===== config.mk =====
export PLATFORM = sky130hd
export DESIGN_NAME = mem_arbiter_flat
export DESIGN_NICKNAME = d
export VERILOG_FILES = /design/src/rtl/mem_arbiter_if.sv /design/src/rtl/mem_arbiter.sv /design/src/flat_wrapper.sv
export SDC_FILE = /design/constraint.sdc
export NUM_CORES = 1
export LEC_CHECK = 0
export CORE_UTILIZATION = 25
export CTS_CLUSTER_SIZE = 10
export DETAILED_ROUTE_END_ITERATION = 7
export PLACE_DENSITY = 0.83
export SYNTH_ARGS = -nofsm -noshare
export SYNTH_HDL_FRONTEND = slang
export SYNTH_SLANG_ARGS = --single-unit

===== constraint.sdc =====
create_clock -name clk -period 2.36 [get_ports clk]
set_clock_uncertainty 0.15 [all_clocks]
set_input_delay 0.354 -clock clk [delete_from_list [all_inputs] [get_ports clk]]
set_output_delay 0.354 -clock clk [all_outputs]
set_load 0.01 [all_outputs]

===== src/rtl/mem_arbiter_if.sv =====
// Bus bundle between the two memory masters, the arbiter and the single-port memory.
// The arbiter takes the slave view; the masters and the memory sit on the master view.
interface mem_arbiter_if #(
    parameter int unsigned ADDR_W = 8,
    parameter int unsigned DATA_W = 16
);
    logic              m0_req;
    logic              m0_we;
    logic              m0_lock;
    logic [ADDR_W-1:0] m0_addr;
    logic [DATA_W-1:0] m0_wdata;
    logic              m0_gnt;
    logic              m0_rvalid;
    logic [DATA_W-1:0] m0_rdata;

    logic              m1_req;
    logic              m1_we;
    logic              m1_lock;
    logic [ADDR_W-1:0] m1_addr;
    logic [DATA_W-1:0] m1_wdata;
    logic              m1_gnt;
    logic              m1_rvalid;
    logic [DATA_W-1:0] m1_rdata;

    logic [ADDR_W-1:0] mem_addr;
    logic              mem_we;
    logic [DATA_W-1:0] mem_wdata;
    logic [DATA_W-1:0] mem_rdata;
    logic [1:0]        owner;

    modport slave (
        input  m0_req, m0_we, m0_lock, m0_addr, m0_wdata,
        input  m1_req, m1_we, m1_lock, m1_addr, m1_wdata,
        input  mem_rdata,
        output m0_gnt, m0_rvalid, m0_rdata,
        output m1_gnt, m1_rvalid, m1_rdata,
        output mem_addr, mem_we, mem_wdata, owner
    );

    modport master (
        output m0_req, m0_we, m0_lock, m0_addr, m0_wdata,
        output m1_req, m1_we, m1_lock, m1_addr, m1_wdata,
        output mem_rdata,
        input  m0_gnt, m0_rvalid, m0_rdata,
        input  m1_gnt, m1_rvalid, m1_rdata,
        input  mem_addr, mem_we, mem_wdata, owner
    );
endinterface


===== src/rtl/mem_arbiter.sv =====
// Two-master round-robin arbiter for a synchronous-read single-port memory, with
// capped locked bursts and a one-cycle rvalid strobe per master.
module mem_arbiter #(
    parameter int unsigned ADDR_W    = 8,
    parameter int unsigned DATA_W    = 16,
    parameter int unsigned MAX_BURST = 8
) (
    input logic          clk,
    input logic          rst,
    mem_arbiter_if.slave bus
);
    localparam int unsigned CntW = (MAX_BURST > 1) ? $clog2(MAX_BURST) : 1;
    localparam logic [CntW-1:0] BurstMax = CntW'(MAX_BURST - 1);

    typedef enum logic [1:0] {StIdle, StOwn0, StOwn1} state_e;

    state_e          state_q, state_d;
    logic            last_owner_q, last_owner_d;
    logic [CntW-1:0] burst_cnt_q, burst_cnt_d;
    logic            rvalid0_q, rvalid0_d;
    logic            rvalid1_q, rvalid1_d;

    logic              gnt0, gnt1, xfer;
    logic [ADDR_W-1:0] addr_sel;
    logic [DATA_W-1:0] wdata_sel;

    assign gnt0 = (state_q == StOwn0);
    assign gnt1 = (state_q == StOwn1);
    assign xfer = (gnt0 & bus.m0_req) | (gnt1 & bus.m1_req);

    always_comb begin
        state_d      = state_q;
        last_owner_d = last_owner_q;
        burst_cnt_d  = burst_cnt_q;

        unique case (state_q)
            StIdle: begin
                if (bus.m0_req && bus.m1_req) begin
                    state_d = last_owner_q ? StOwn0 : StOwn1;
                end else if (bus.m0_req) begin
                    state_d = StOwn0;
                end else if (bus.m1_req) begin
                    state_d = StOwn1;
                end
            end
            StOwn0: begin
                if (!bus.m0_req) begin
                    state_d = bus.m1_req ? StOwn1 : StIdle;
                end else if (bus.m1_req && (!bus.m0_lock || burst_cnt_q == BurstMax)) begin
                    state_d = StOwn1;
                end
            end
            StOwn1: begin
                if (!bus.m1_req) begin
                    state_d = bus.m0_req ? StOwn0 : StIdle;
                end else if (bus.m0_req && (!bus.m1_lock || burst_cnt_q == BurstMax)) begin
                    state_d = StOwn0;
                end
            end
            default: state_d = StIdle;
        endcase

        // Dropping to idle keeps last_owner so the next tie still alternates.
        if (state_d != state_q) begin
            burst_cnt_d = '0;
            if (state_d == StOwn0) begin
                last_owner_d = 1'b0;
            end else if (state_d == StOwn1) begin
                last_owner_d = 1'b1;
            end
        end else if (xfer && burst_cnt_q != BurstMax) begin
            burst_cnt_d = burst_cnt_q + 1'b1;
        end
    end

    assign rvalid0_d = gnt0 & bus.m0_req & ~bus.m0_we;
    assign rvalid1_d = gnt1 & bus.m1_req & ~bus.m1_we;

    always_ff @(posedge clk or negedge rst) begin
        if (!rst) begin
            state_q      <= StIdle;
            last_owner_q <= 1'b1;
            burst_cnt_q  <= '0;
            rvalid0_q    <= 1'b0;
            rvalid1_q    <= 1'b0;
        end else begin
            state_q      <= state_d;
            last_owner_q <= last_owner_d;
            burst_cnt_q  <= burst_cnt_d;
            rvalid0_q    <= rvalid0_d;
            rvalid1_q    <= rvalid1_d;
        end
    end

    always_comb begin
        addr_sel  = '0;
        wdata_sel = '0;
        if (gnt0) begin
            addr_sel  = bus.m0_addr;
            wdata_sel = bus.m0_wdata;
        end else if (gnt1) begin
            addr_sel  = bus.m1_addr;
            wdata_sel = bus.m1_wdata;
        end
    end

    assign bus.mem_addr  = addr_sel;
    assign bus.mem_wdata = wdata_sel;
    assign bus.mem_we    = (gnt0 & bus.m0_req & bus.m0_we) | (gnt1 & bus.m1_req & bus.m1_we);
    assign bus.owner     = {gnt1, gnt0};

    assign bus.m0_gnt    = gnt0;
    assign bus.m1_gnt    = gnt1;
    assign bus.m0_rvalid = rvalid0_q;
    assign bus.m1_rvalid = rvalid1_q;
    assign bus.m0_rdata  = rvalid0_q ? bus.mem_rdata : '0;
    assign bus.m1_rdata  = rvalid1_q ? bus.mem_rdata : '0;
endmodule


===== src/flat_wrapper.sv =====
// flat-port wrapper written by rule: the top's interface ports become plain ports
module mem_arbiter_flat 
#(
    parameter int unsigned ADDR_W    = 8,
    parameter int unsigned DATA_W    = 16,
    parameter int unsigned MAX_BURST = 8
)
  (clk, rst, bus_m0_req, bus_m0_we, bus_m0_lock, bus_m0_addr, bus_m0_wdata, bus_m1_req, bus_m1_we, bus_m1_lock, bus_m1_addr, bus_m1_wdata, bus_mem_rdata, bus_m0_gnt, bus_m0_rvalid, bus_m0_rdata, bus_m1_gnt, bus_m1_rvalid, bus_m1_rdata, bus_mem_addr, bus_mem_we, bus_mem_wdata, bus_owner);
  mem_arbiter_if #(.ADDR_W(ADDR_W), .DATA_W(DATA_W)) bus_i ();
  input logic clk;
  input logic rst;
  input wire logic [$bits(bus_i.m0_req)-1:0] bus_m0_req;
  input wire logic [$bits(bus_i.m0_we)-1:0] bus_m0_we;
  input wire logic [$bits(bus_i.m0_lock)-1:0] bus_m0_lock;
  input wire logic [$bits(bus_i.m0_addr)-1:0] bus_m0_addr;
  input wire logic [$bits(bus_i.m0_wdata)-1:0] bus_m0_wdata;
  input wire logic [$bits(bus_i.m1_req)-1:0] bus_m1_req;
  input wire logic [$bits(bus_i.m1_we)-1:0] bus_m1_we;
  input wire logic [$bits(bus_i.m1_lock)-1:0] bus_m1_lock;
  input wire logic [$bits(bus_i.m1_addr)-1:0] bus_m1_addr;
  input wire logic [$bits(bus_i.m1_wdata)-1:0] bus_m1_wdata;
  input wire logic [$bits(bus_i.mem_rdata)-1:0] bus_mem_rdata;
  output wire logic [$bits(bus_i.m0_gnt)-1:0] bus_m0_gnt;
  output wire logic [$bits(bus_i.m0_rvalid)-1:0] bus_m0_rvalid;
  output wire logic [$bits(bus_i.m0_rdata)-1:0] bus_m0_rdata;
  output wire logic [$bits(bus_i.m1_gnt)-1:0] bus_m1_gnt;
  output wire logic [$bits(bus_i.m1_rvalid)-1:0] bus_m1_rvalid;
  output wire logic [$bits(bus_i.m1_rdata)-1:0] bus_m1_rdata;
  output wire logic [$bits(bus_i.mem_addr)-1:0] bus_mem_addr;
  output wire logic [$bits(bus_i.mem_we)-1:0] bus_mem_we;
  output wire logic [$bits(bus_i.mem_wdata)-1:0] bus_mem_wdata;
  output wire logic [$bits(bus_i.owner)-1:0] bus_owner;
  assign bus_i.m0_req = bus_m0_req;
  assign bus_i.m0_we = bus_m0_we;
  assign bus_i.m0_lock = bus_m0_lock;
  assign bus_i.m0_addr = bus_m0_addr;
  assign bus_i.m0_wdata = bus_m0_wdata;
  assign bus_i.m1_req = bus_m1_req;
  assign bus_i.m1_we = bus_m1_we;
  assign bus_i.m1_lock = bus_m1_lock;
  assign bus_i.m1_addr = bus_m1_addr;
  assign bus_i.m1_wdata = bus_m1_wdata;
  assign bus_i.mem_rdata = bus_mem_rdata;
  assign bus_m0_gnt = bus_i.m0_gnt;
  assign bus_m0_rvalid = bus_i.m0_rvalid;
  assign bus_m0_rdata = bus_i.m0_rdata;
  assign bus_m1_gnt = bus_i.m1_gnt;
  assign bus_m1_rvalid = bus_i.m1_rvalid;
  assign bus_m1_rdata = bus_i.m1_rdata;
  assign bus_mem_addr = bus_i.mem_addr;
  assign bus_mem_we = bus_i.mem_we;
  assign bus_mem_wdata = bus_i.mem_wdata;
  assign bus_owner = bus_i.owner;
  mem_arbiter #(.ADDR_W(ADDR_W), .DATA_W(DATA_W), .MAX_BURST(MAX_BURST)) u_core (.clk(clk), .rst(rst), .bus(bus_i));
endmodule

==> results.cfg <==
[setup_path]
cp-start-kind = flip-flop
worst_setup_path_end_kind = output port
r2r_cells = 9
crit_fanout = 21
r2r-start = u_core.burst_cnt_q[0]
reg2reg_to = u_core.last_owner_q
cp.required_ns = 1.86
crit_type = flip-flop to output port
reg2reg_slack_ns = 0.13
arrival_ns = 1.80
crit_start = u_core.state_q[1]

[timing]
period_share = 0.975
fin_setup_tns_ns = 0
rsz0062_at_grt = false
fmax_ghz = 0.435
holdWs_ns = 0.259
timing.final.ws_setup_ns = 0.0601
max_slew_margin = 0.722
slew_violations = 0
worst_pin_slew_ns = 0.417
finalSetupViolCount = 0
period_needed_ns = 2.30
finalHoldViolations = 0

[power_and_ir_drop]
p_comb_frac = 0.765
power_frac_clock = 0.098
swShare = 0.368
seqPwrFrac = 0.137
power.internal_mw = 1.12
leakage_nw = 1.24
powerDensity_mw_per_mm2 = 714
ir_drop_mv = 0.504
power_switching_mw = 0.654

[synth]
synth-simple-area-share = 0.357
synth_area_um2 = 975
yosys_warnings = 0
synth.distinct_cells = 31
synth_xor_area_frac = 0.00899
synth_nets = 195
avgSynthCellArea_um2 = 8.12
synth_top_family_by_area = simple AND/OR/NAND/NOR gates
synth-compound-area-share = 0.298
ys_ff_latch = 8
synth-adder-area-share = 0.0385
synth_mux_area_frac = 0.0205
yosysSeqAreaShare = 0.207
netlist_instances = 120

[placed_design]
dpl.hpwl_um = 3280
place_ws_ns = 0.00164
port-buffer-count = 134
place_congestion = 0.912
dp_cells = 294

[floorplan]
die_w_um = 64.4
initial_utilization = 0.264
io_pins = 135
rows = 22
fp.coreArea_mm2 = 0.00369
dieArea_mm2 = 0.00415
die_h_um = 64.4

[routing]
drt_first_pass_iters = 4
drt_iter0_drc = 49
drc = 0
met1_length_um = 1520
vias_per_cell = 4.68
ant_nets = 0
vias = 1400
highest_layer = met4
wl_met3_um = 227
wirelength_um = 3960
wl_per_cell_um = 13.2
dr_wl_met2_um = 2160

[final_layout]
seq_area_um2 = 204
fin_util = 0.674
finalNonFillerCells = 299
n_antenna_cell = 0
final_nets = 327
syn_to_final_growth_pct = 155
multiInputGateArea_um2 = 713
mostFrequentLayoutCells = clkdlybuf4s50_1 (117), and2_1 (32), a22o_1 (24)
layout-drive-gt1-share = 0.0558
final_common_cell = clkdlybuf4s50_1
num-fill-cells = 301

[grt]
grt_first_pass_wirelength_um = 5950
track_usage = 0.180
grt_max_degree = 23
overflow = 0
antenna_found_initial = 0
grt_pass1_vias = 1283

[clocking]
cts_max_level = 1
cts_tree = yes
worstSkewPairLatency_ns = 0.23
cts.reportedPaths.clkPinSlew_ns = 0.04
cts_buffers = 3
cts_buffer_depth = 2
cts_num_sinks = 8
postCtsHoldBufs = 0
root_buffer = clkbuf_8

[status]
outcome = finished clean

[hold_path]
min_path_type = input port to asynchronous set/reset pin

[job]
cap_violations = 0
==> Yosys cell counts <==
cell type,number,area share
dfstp_2,1,0.027
nand2_1,3,0.012
a221o_1,2,0.021
nand3_1,2,0.010
xnor2_1,1,0.0090
or2b_1,2,0.015
o21bai_1,1,0.0077
buf_2,1,0.0051
and2b_1,1,0.0077
and2b_2,2,0.018
a32o_1,1,0.010
a31oi_1,1,0.0064
inv_1,3,0.012
nor2_1,6,0.023
a2111oi_0,1,0.0090
a21o_1,1,0.0077
and2_1,32,0.21
nor3b_1,1,0.0077
mux2i_1,2,0.021
ha_1,3,0.039
a22o_1,24,0.22
and2_2,1,0.0077
a21oi_1,3,0.015
o21ai_0,1,0.0051
nor3_1,1,0.0051
nand3b_1,3,0.023
dfrtp_1,7,0.18
buf_4,4,0.031
clkbuf_1,6,0.023
and3b_1,1,0.0090
nor2b_1,2,0.013
==> cell families (layout without fill, tap and decap cells) <==
group | count (synthesis) | count (layout)
AND/OR/NAND/NOR | 57 | 57
AO/OA/AOI/OAI | 35 | 35
buffers and inverters | 14 | 145
flip-flops | 8 | 8
adder cells (fa/ha/maj) | 3 | 3
multiplexers | 2 | 2
XOR/XNOR | 1 | 1
==> sequential cells by signal, summed over array words and instances, names as in the netlist <==
name,cells
u_core.state_q,2
u_core.last_owner_q,1
u_core.burst_cnt_q,3
u_core.bus.m1_rvalid,1
u_core.bus.m0_rvalid,1
==> layer usage <==
layer,vias up,global-route usage
met1,639,0.214
met4,0,0.0528
met5,-,0
met3,6,0.0282
met2,64,0.330
li1,691,-
==> worst max path at each step <==
stage / endpoint / cells past startpoint
after floorplan: u_core.last_owner_q / 9
after global placement: u_core.last_owner_q / 8
after detailed placement: u_core.last_owner_q / 8
after CTS: bus_mem_we / 5
after global routing: bus_mem_wdata[3] / 4
final: bus_mem_addr[7] / 4
==> power by group through the flow <==
stage,combinational [mW],sequential (mW),clock (mW)
after global placement,1.34,0.237,0
final,1.36,0.243,0.174
after CTS,1.40,0.237,0.182
after global routing,1.45,0.253,0.189
after floorplan,0.649,0.215,0
after detailed placement,1.35,0.238,0
==> worst max-delay path, cell delays in order, from the launching register on <==
cell and delay (ns):
dfrtp_2 0.44, and2b_4 0.30, buf_12 0.16, a22o_1 0.13
clkdlybuf4s50_1 0.53
==> through the flow <==
stage,total power [mW],area [um^2]
floorplan,0.864,975
global placement,1.57,2370
detailed placement,1.59,2370
CTS,1.82,2430
global route,1.89,2480
finish,1.77,2480
==> layout make-up <==
cell class              instances  share of cell area
repair buffers                138               0.584
multi-input cells              98               0.287
flip-flops and latches          8              0.0821
well taps                      48              0.0242
clock buffers                   4              0.0181
inverters                       3             0.00453
==> what timing repair did <==
item	in CTS	in global routing
resized for setup	1	20
pin swaps	0	0
setup buffers	1	0
setup endpoints to repair	21	25
No activity file was read; power rests on OpenSTA's default activity.
